<file path="src/rtl/freq_pkg.sv">
// Shared types and widths for the frequency-meter gate controller.
package freq_pkg;

  localparam int unsigned RANGE_W = 2;
  localparam int unsigned WIN_W   = 8;

  typedef enum logic [2:0] {
    ST_IDLE  = 3'd0,
    ST_CLEAR = 3'd1,
    ST_GATE  = 3'd2,
    ST_HOLD  = 3'd3,
    ST_LATCH = 3'd4
  } state_e;

endpackage

</file>
<file path="src/rtl/gate_timer.sv">
// Loadable down-counter; expire_c flags the last counted cycle of a loaded interval.
module gate_timer #(
  parameter int unsigned CNT_W = 24
) (
  input  logic             clk,
  input  logic             rst_n,
  input  logic             load_i,
  input  logic [CNT_W-1:0] value_i,
  input  logic             dec_i,
  output logic             expire_c
);

  logic [CNT_W-1:0] count_q;
  logic [CNT_W-1:0] count_d;

  // load has priority over decrement; never underflow past zero
  always_comb begin
    count_d = count_q;
    if (load_i) begin
      count_d = value_i;
    end else if (dec_i && (count_q != '0)) begin
      count_d = count_q - CNT_W'(1);
    end
  end

  always_ff @(posedge clk or negedge rst_n) begin
    if (!rst_n) begin
      count_q <= '0;
    end else begin
      count_q <= count_d;
    end
  end

  assign expire_c = dec_i && (count_q == CNT_W'(1));

endmodule

</file>
<file path="src/rtl/freq_gate_ctrl.sv">
// Gate-timing controller: sequences CLEAR -> GATE -> HOLD -> LATCH windows for the counter bank.
module freq_gate_ctrl
  import freq_pkg::*;
#(
  parameter int unsigned CNT_W    = 24,
  parameter int unsigned GATE0    = 1,
  parameter int unsigned GATE1    = 10,
  parameter int unsigned GATE2    = 100,
  parameter int unsigned GATE3    = 1000,
  parameter int unsigned HOLD_CYC = 1
) (
  input  logic               clk,
  input  logic               rst_n,
  input  logic               start,
  input  logic               stop,
  input  logic               cont,
  input  logic [RANGE_W-1:0] range_sel,
  output logic               cnt_clr_n,
  output logic               cnt_en,
  output logic               latch_n,
  output logic               busy,
  output logic               done,
  output logic [WIN_W-1:0]   win_cnt
);

  state_e             state_q, state_d;
  logic [RANGE_W-1:0] range_q, range_d;
  logic [WIN_W-1:0]   win_q, win_d;
  logic               clr_n_q, clr_n_d;
  logic               en_q, en_d;
  logic               latch_n_q, latch_n_d;
  logic               busy_q, busy_d;
  logic               done_q, done_d;

  logic               tmr_load;
  logic [CNT_W-1:0]   tmr_val;
  logic               tmr_dec;
  logic               tmr_expire;
  logic [CNT_W-1:0]   gate_len;

  // gate length for the window in progress, fixed by the range captured on entry to CLEAR
  always_comb begin
    case (range_q)
      2'd0:    gate_len = CNT_W'(GATE0);
      2'd1:    gate_len = CNT_W'(GATE1);
      2'd2:    gate_len = CNT_W'(GATE2);
      default: gate_len = CNT_W'(GATE3);
    endcase
  end

  // one timer serves both the gate interval and the hold interval
  assign tmr_dec = ((state_q == ST_GATE) || (state_q == ST_HOLD)) && !stop;

  gate_timer #(
    .CNT_W (CNT_W)
  ) u_timer (
    .clk      (clk),
    .rst_n    (rst_n),
    .load_i   (tmr_load),
    .value_i  (tmr_val),
    .dec_i    (tmr_dec),
    .expire_c (tmr_expire)
  );

  always_comb begin
    state_d  = state_q;
    range_d  = range_q;
    win_d    = win_q;
    done_d   = 1'b0;
    tmr_load = 1'b0;
    tmr_val  = '0;

    case (state_q)
      ST_IDLE: begin
        if (start && !stop) begin
          state_d = ST_CLEAR;
          range_d = range_sel;
        end
      end
      ST_CLEAR: begin
        if (stop) begin
          state_d = ST_IDLE;
        end else begin
          state_d  = ST_GATE;
          tmr_load = 1'b1;
          tmr_val  = gate_len;
        end
      end
      ST_GATE: begin
        if (stop) begin
          state_d = ST_IDLE;
        end else if (tmr_expire) begin
          if (HOLD_CYC == 0) begin
            state_d = ST_LATCH;
          end else begin
            state_d  = ST_HOLD;
            tmr_load = 1'b1;
            tmr_val  = CNT_W'(HOLD_CYC);
          end
        end
      end
      ST_HOLD: begin
        if (stop) begin
          state_d = ST_IDLE;
        end else if (tmr_expire) begin
          state_d = ST_LATCH;
        end
      end
      ST_LATCH: begin
        // latch strobe is already out, so a stop here still completes the window
        done_d = 1'b1;
        win_d  = win_q + WIN_W'(1);
        if (cont && !stop) begin
          state_d = ST_CLEAR;
          range_d = range_sel;
        end else begin
          state_d = ST_IDLE;
        end
      end
      default: state_d = ST_IDLE;
    endcase

    clr_n_d   = (state_d == ST_GATE) || (state_d == ST_HOLD) || (state_d == ST_LATCH);
    en_d      = (state_d == ST_GATE);
    latch_n_d = (state_d != ST_LATCH);
    busy_d    = (state_d != ST_IDLE);
  end

  always_ff @(posedge clk or negedge rst_n) begin
    if (!rst_n) begin
      state_q   <= ST_IDLE;
      range_q   <= '0;
      win_q     <= '0;
      clr_n_q   <= 1'b0;
      en_q      <= 1'b0;
      latch_n_q <= 1'b1;
      busy_q    <= 1'b0;
      done_q    <= 1'b0;
    end else begin
      state_q   <= state_d;
      range_q   <= range_d;
      win_q     <= win_d;
      clr_n_q   <= clr_n_d;
      en_q      <= en_d;
      latch_n_q <= latch_n_d;
      busy_q    <= busy_d;
      done_q    <= done_d;
    end
  end

  assign cnt_clr_n = clr_n_q;
  assign cnt_en    = en_q;
  assign latch_n   = latch_n_q;
  assign busy      = busy_q;
  assign done      = done_q;
  assign win_cnt   = win_q;

endmodule

</file>
<file path="config.mk">
export PLATFORM = sky130hd
export DESIGN_NAME = freq_gate_ctrl
export DESIGN_NICKNAME = d
export VERILOG_FILES = /design/src/rtl/freq_pkg.sv /design/src/rtl/gate_timer.sv /design/src/rtl/freq_gate_ctrl.sv
export SDC_FILE = /design/constraint.sdc
export NUM_CORES = 1
export LEC_CHECK = 0
export ABC_AREA = 1
export CORE_MARGIN = 2
export CORE_UTILIZATION = 31
export DETAILED_ROUTE_END_ITERATION = 7
export GPL_TIMING_DRIVEN = 0
export PLACE_DENSITY = 0.53
export SLEW_MARGIN = 20
export SYNTH_ARGS = -nofsm -noshare
export SYNTH_HDL_FRONTEND = slang
export SYNTH_HIERARCHICAL = 1
export SYNTH_SLANG_ARGS = --single-unit
</file>
<file path="constraint.sdc">
create_clock -name clk -period 2.8 [get_ports clk]
set_input_delay 0.28 -clock clk [delete_from_list [all_inputs] [get_ports clk]]
set_output_delay 0.28 -clock clk [all_outputs]
set_load 0.02 [all_outputs]
</file>
# Word level (Yosys, flattened, before mapping)
# Index checks and enable logic that the tools add are counted.
[word_totals]
register_bits = 42
input_bits = 7
out_inout_bits = 13
word_cells = 63
[op_classes]
n_addsub = 2
eq_ne = 13
mux = 23
reduce_logical = 16
[ops]
columns = ["operator", "count"]
rows = [
  ["24-bit two-way mux", 3],
  ["24-bit case mux with 2 select lines", 1],
  ["10-bit case mux with 3 select lines", 1],
  ["24-bit by 1-bit equality test with 1-bit output, second input constant", 1],
  ["24-bit nonzero test", 1],
  ["24-bit by 1-bit subtractor with 24-bit output, second input constant", 1],
  ["3-bit two-way mux", 5],
  ["3-bit case mux with 5 select lines", 1],
  ["3-bit by 2-bit equality test with 1-bit output, second input constant", 4],
  ["8-bit by 1-bit adder with 8-bit output, second input constant", 1],
  ["1-bit two-way mux", 7],
  ["3-bit equality test, second input constant", 2],
  ["2-bit two-way mux", 3],
  ["1-bit logical AND", 5],
  ["2-bit inequality test, second input constant", 2],
  ["2-bit case mux with 2 select lines", 1],
  ["2-bit nonzero test", 2],
  ["3-bit by 1-bit equality test with 1-bit output, second input constant", 1],
  ["3-bit logical NOT", 1],
  ["1-bit logical OR", 3],
  ["3-bit inequality test, second input constant", 1],
  ["3-bit AND reduction", 1],
  ["3-bit nonzero test", 1],
  ["2-bit by 1-bit equality test with 1-bit output, second input constant", 1],
  ["4 further kinds", 4],
]

# Logic depth before layout (Yosys ltp)
[depth]
depth_word = 10
depth_mapped = 14

# By module
# Netlist, hierarchy kept.
[by_module_without_submodules]
columns = ["mod", "instances", "cells_each", "area_per_inst_um2", "seq_area_each_um2"]
rows = [
  ["gate_timer", 1, 307, 1973.1, 600.6],
  ["freq_gate_ctrl", 1, 103, 890.9, 451.7],
]

# Least setup slack after synthesis
# Ideal clock, no wire load.
[synth_path]
kind = "register -> register"
from = "register u_timer.count_q[8]"
to = "register u_timer.count_q[18]"
setup_ns = 0.113
t_arrival_ns = 2.048
required_ns = 2.687
setup_slack_ns = 0.640
path_stages_with_launch = 15
path_buffers = 1
cell_sequence = "dfrtp_1 -> nor2_2 -> nand2_2 -> nor2_4 -> nand2_1 -> nor4_1 -> nand3_1 -> nand2_1 -> inv_1 -> clkbuf_1 -> or2_2 -> nand2_1 -> nand2_1 -> nand2_1 -> inv_1"
[synth_between]
elab_chain_cells = 6
elab_cells_between_ends = 11
[synth_lines]
columns = ["element", "line_no", "rtl"]
rows = [
  ["start, declared", "gate_timer.sv:13", "logic [CNT_W-1:0] count_q;"],
  ["start signal, assigned", "gate_timer.sv:30", "count_q <= count_d;"],
  ["24-bit by 1-bit equality test with 1-bit output (*)", "gate_timer.sv:34", "assign expire_c = dec_i && (count_q == CNT_W'(1));"],
  ["1-bit logical AND (*)", "gate_timer.sv:34", ""],
  ["via tmr_expire", "freq_gate_ctrl.sv:38", "logic tmr_expire;"],
  ["1-bit two-way mux (*)", "freq_gate_ctrl.sv:92", "end else if (tmr_expire) begin"],
  ["1-bit two-way mux (*)", "freq_gate_ctrl.sv:90", "if (stop) begin"],
  ["1-bit case mux with 2 select lines (*)", "freq_gate_ctrl.sv:73", "case (state_q)"],
  ["via tmr_load", "freq_gate_ctrl.sv:35", "logic tmr_load;"],
  ["24-bit two-way mux / 2-bit nonzero test (equally long branches)", "--", ""],
]
# Mark *: on every way through the listed nets, which the timed path passes. The rest lies on a longest branch. The select of a mux whose other input is x is not followed.
# A chain may end at the register's enable or synchronous reset.

# Final worst setup path
[layout_path]
from = "register u_timer.count_q[15]"
to = "register u_timer.count_q[18]"
# Same word-level chain as after synthesis.

==> run metrics <==
Syn Inst Count 410; CP max stage delay 0.42 ns; clock skew 0.005808 ns; post-synth cell types 33; clk sink count 42; Sw Pwr 1228 µW; register area 1052 µm²; Global Route Usage Sum 15.71%; worst hold-check path type input port to async pin; Crit path top cell by count nand2_1; IO Count 20; Clock power frac 18.5%; P_int 1467 µW; vias in the first global route 2672; CTS Buf Count 5; sequential fraction of the synthesis area 36.74%; first-pass GRT wire length 12650 µm; initial antenna violation count 0; die extent in x 100.1 µm; flops & latches, synth 42; CP top delay family simple AND/OR/NAND/NOR gates; Top FF cell, synth dfrtp_1; FMAX 0.3968 GHz; H-tree depth 2; Layout area overhead 18.74%; clk buf depth 2; Net Sw Frac 45.57%; WP data arrival 2.72 ns; CP Launch Type flip-flop; met2 wire len 3266 µm; max layer used met4; Post-DP HPWL 5195 µm; Post-synth EDFFs 0; Worst Path Required 3.00 ns; Post-Syn Area 2864 µm²; Filler Cell Count 982; Pleak 0.001658 µW; CP bufs+invs 3; Die ar. 10020 µm²; reg-to-reg endpoint u_timer/count_q[18]; num rows 35; Initial Util 31.44%; synthesized area per cell 6.985 µm²; layout cells sized above 1 15.67%; Max Slew Vio Count 0; DIE HEIGHT 100.1 µm; Critical Path Fanout Max 10; Flop pwr share 35.2%; Worst-Skew Late Latency 0.29 ns; final number of setup-violating endpoints 0; routed via count 2614; Synth Warn # 6; VDD IR max 0.0003737 V; first-pass detailed-route iteration total 5; ant diodes 0; worst reg2reg startpoint u_timer/count_q[15]; count of max-cap constraint violations 0; mean routed wirelength per cell 12.55 µm; PortBufs 19; Clk pin slew, worst setup/hold paths 0.09 ns; period utilization 90.01%; min Tclk post-route 2.520 ns; Remaining DRCs 0; final hold violations 0; Worst setup EP type flip-flop; 1st-iter DRT viols 126; crit-path cells nor2_1 -> nand2_1 -> nor2_4 -> nand2_1 -> nor4_4 -> nand3_1 -> nand2_1 -> inv_1 -> clkbuf_1 -> or2_2 -> nand2_1 -> nand2_1 -> nand2_1 -> inv_1; FF-to-FF path depth 14; area of the multi-input gates 1640 µm²; DR vias/cell 4.635; cell taking the most area after synthesis dfrtp_1; Root Buffer clkbuf_8; Post-Layout Cell Count 564; Slew HR 65.22%; CTS tree done; Least-Margin Pin Slew 0.5216 ns; M1 wire length 3352 µm; final net count 463; Fin Hold WS 0.4467 ns; slowest CP cell dfrtp_1; Comb power frac 46.3%; setup TNS 0 ns; GPL Wtd Cong 0.8751; core box area 9109 µm²; met3 routed WL 421 µm; Detailed Route WL 7078 µm; top-area cell type share of the netlist area 35.82%; synth cell count leaders nand2_1 (130), nand3_1 (46), nor2_1 (45); ys async rst share 100.0%; antenna-violating nets left 0; Post CTS Setup Buffer Count 0; largest net degree at the start of global routing 28; total grt overflow 0; most frequent cell after synthesis nand2_1; unrepaired setup endpoints after global routing no; ranking of synthesized cells by area dfrtp_1 (36%), nand2_1 (17%), nand3_1 (8.0%); fin util 37.34%; r2r setup slk 0.28 ns; DP Cell Count 555; worst setup path class flip-flop to flip-flop; Pwr Density 792.4 nW/µm²; outcome finished, final reports clean
-- worst register-to-register path: cells and delay by family (launching register included) --
kind / cells / cell delay [ns]
buf+inv: 3 / 0.40
flops: 1 / 0.42
simple gates: 11 / 1.60
-- area by class of cell --
class / count / share of cell area, %
clock buffer: 6 / 2.134
buffer: 10 / 1.950
clock inverter: 2 / 1.104
multi-input combinational: 325 / 48.23
inverter: 47 / 5.224
sequential: 42 / 30.94
timing repair buffer: 21 / 6.328
tap: 111 / 4.084
-- state kept, by name, summed over array words and instances (netlist names) --
signal	count
u_timer/count_q	24
win_cnt	8
state_q	3
range_q	2
busy	1
cnt_clr_n	1
cnt_en	1
done	1
latch_n	1
-- per-stage QoR --
step / power [µW] / setup slack [ns] / cell area (µm²)
5_1_grt: 2946 / 0.009788 / 3401
4_1_cts: 2697 / 0.02441 / 3381
3_5_place_dp: 2185 / -0.1653 / 3261
6_report: 2695 / 0.2796 / 3401
3_3_place_gp: 2159 / -0.1201 / 3246
2_1_floorplan: 1883 / 0.6395 / 2917
-- worst max-delay path by stage --
stage                          endpoint           startpoint  slack (ns)  cells past startpoint
floorplan           u_timer/count_q[18]   u_timer/count_q[8]        0.64                     14
global placement    u_timer/count_q[18]                 stop       -0.12                     13
detailed placement  u_timer/count_q[18]                 stop       -0.17                     13
CTS                 u_timer/count_q[18]  u_timer/count_q[15]        0.02                     14
global route        u_timer/count_q[17]   u_timer/count_q[8]        0.01                     14
finish              u_timer/count_q[18]  u_timer/count_q[15]        0.28                     14
-- layer usage --
layer / global-route usage [%] / vias to the layer above
met3: 2.855 / 2
met5: 0 / -
met4: 3.161 / 0
met1: 20.70 / 1193
met2: 27.05 / 59
li1: - / 1360
-- power by group through the flow --
stage	sequential [µW]	combinational, µW	clock, µW
3_5_place_dp	958	1230	0
4_1_cts	949	1240	512
2_1_floorplan	916	967	0
5_1_grt	978	1430	540
3_3_place_gp	959	1200	0
6_report	949	1250	498
-- cell families (layout without fill, tap and decap cells) --
group	Yosys count	in the layout	share of synthesized area, %
xor+xnor	7	7	2.141
other cells	1	15	0.1309
simple gates	273	273	44.52
fa+ha+maj	4	4	1.748
buf+inv	57	86	8.519
compound gates	26	26	6.204
flops	42	42	36.74
-- placed cells by master (no fill, tap or decap), types with 2 or more instances in the layout --
cell               n
nor2_4             5
nand3_4            2
nand4_1           11
inv_1             42
buf_6              3
nor2_2             8
nand3_1           45
nand3_2            2
inv_2              4
a21oi_1            4
nor3_1             3
nand2_4            2
dfrtp_1           41
o21ai_2           12
clkbuf_1           5
xnor2_1            3
nor2_1            45
clkbuf_8           5
conb_1            15
clkdlybuf4s50_1   18
nand2_1          130
or2_2             11
o21ai_0            8
xor2_1             4
ha_1               4
buf_2              3
nand2_2            6
-- what timing repair did --
| action | CTS | global route |
|---|---|---|
| endpoints found under the hold margin | 15 | 0 |
| hold buffers | 1 | 0 |
| resized for setup | 0 | 3 |
| setup endpoints to repair | 0 | 22 |
No activity file was read; power rests on OpenSTA's default activity.
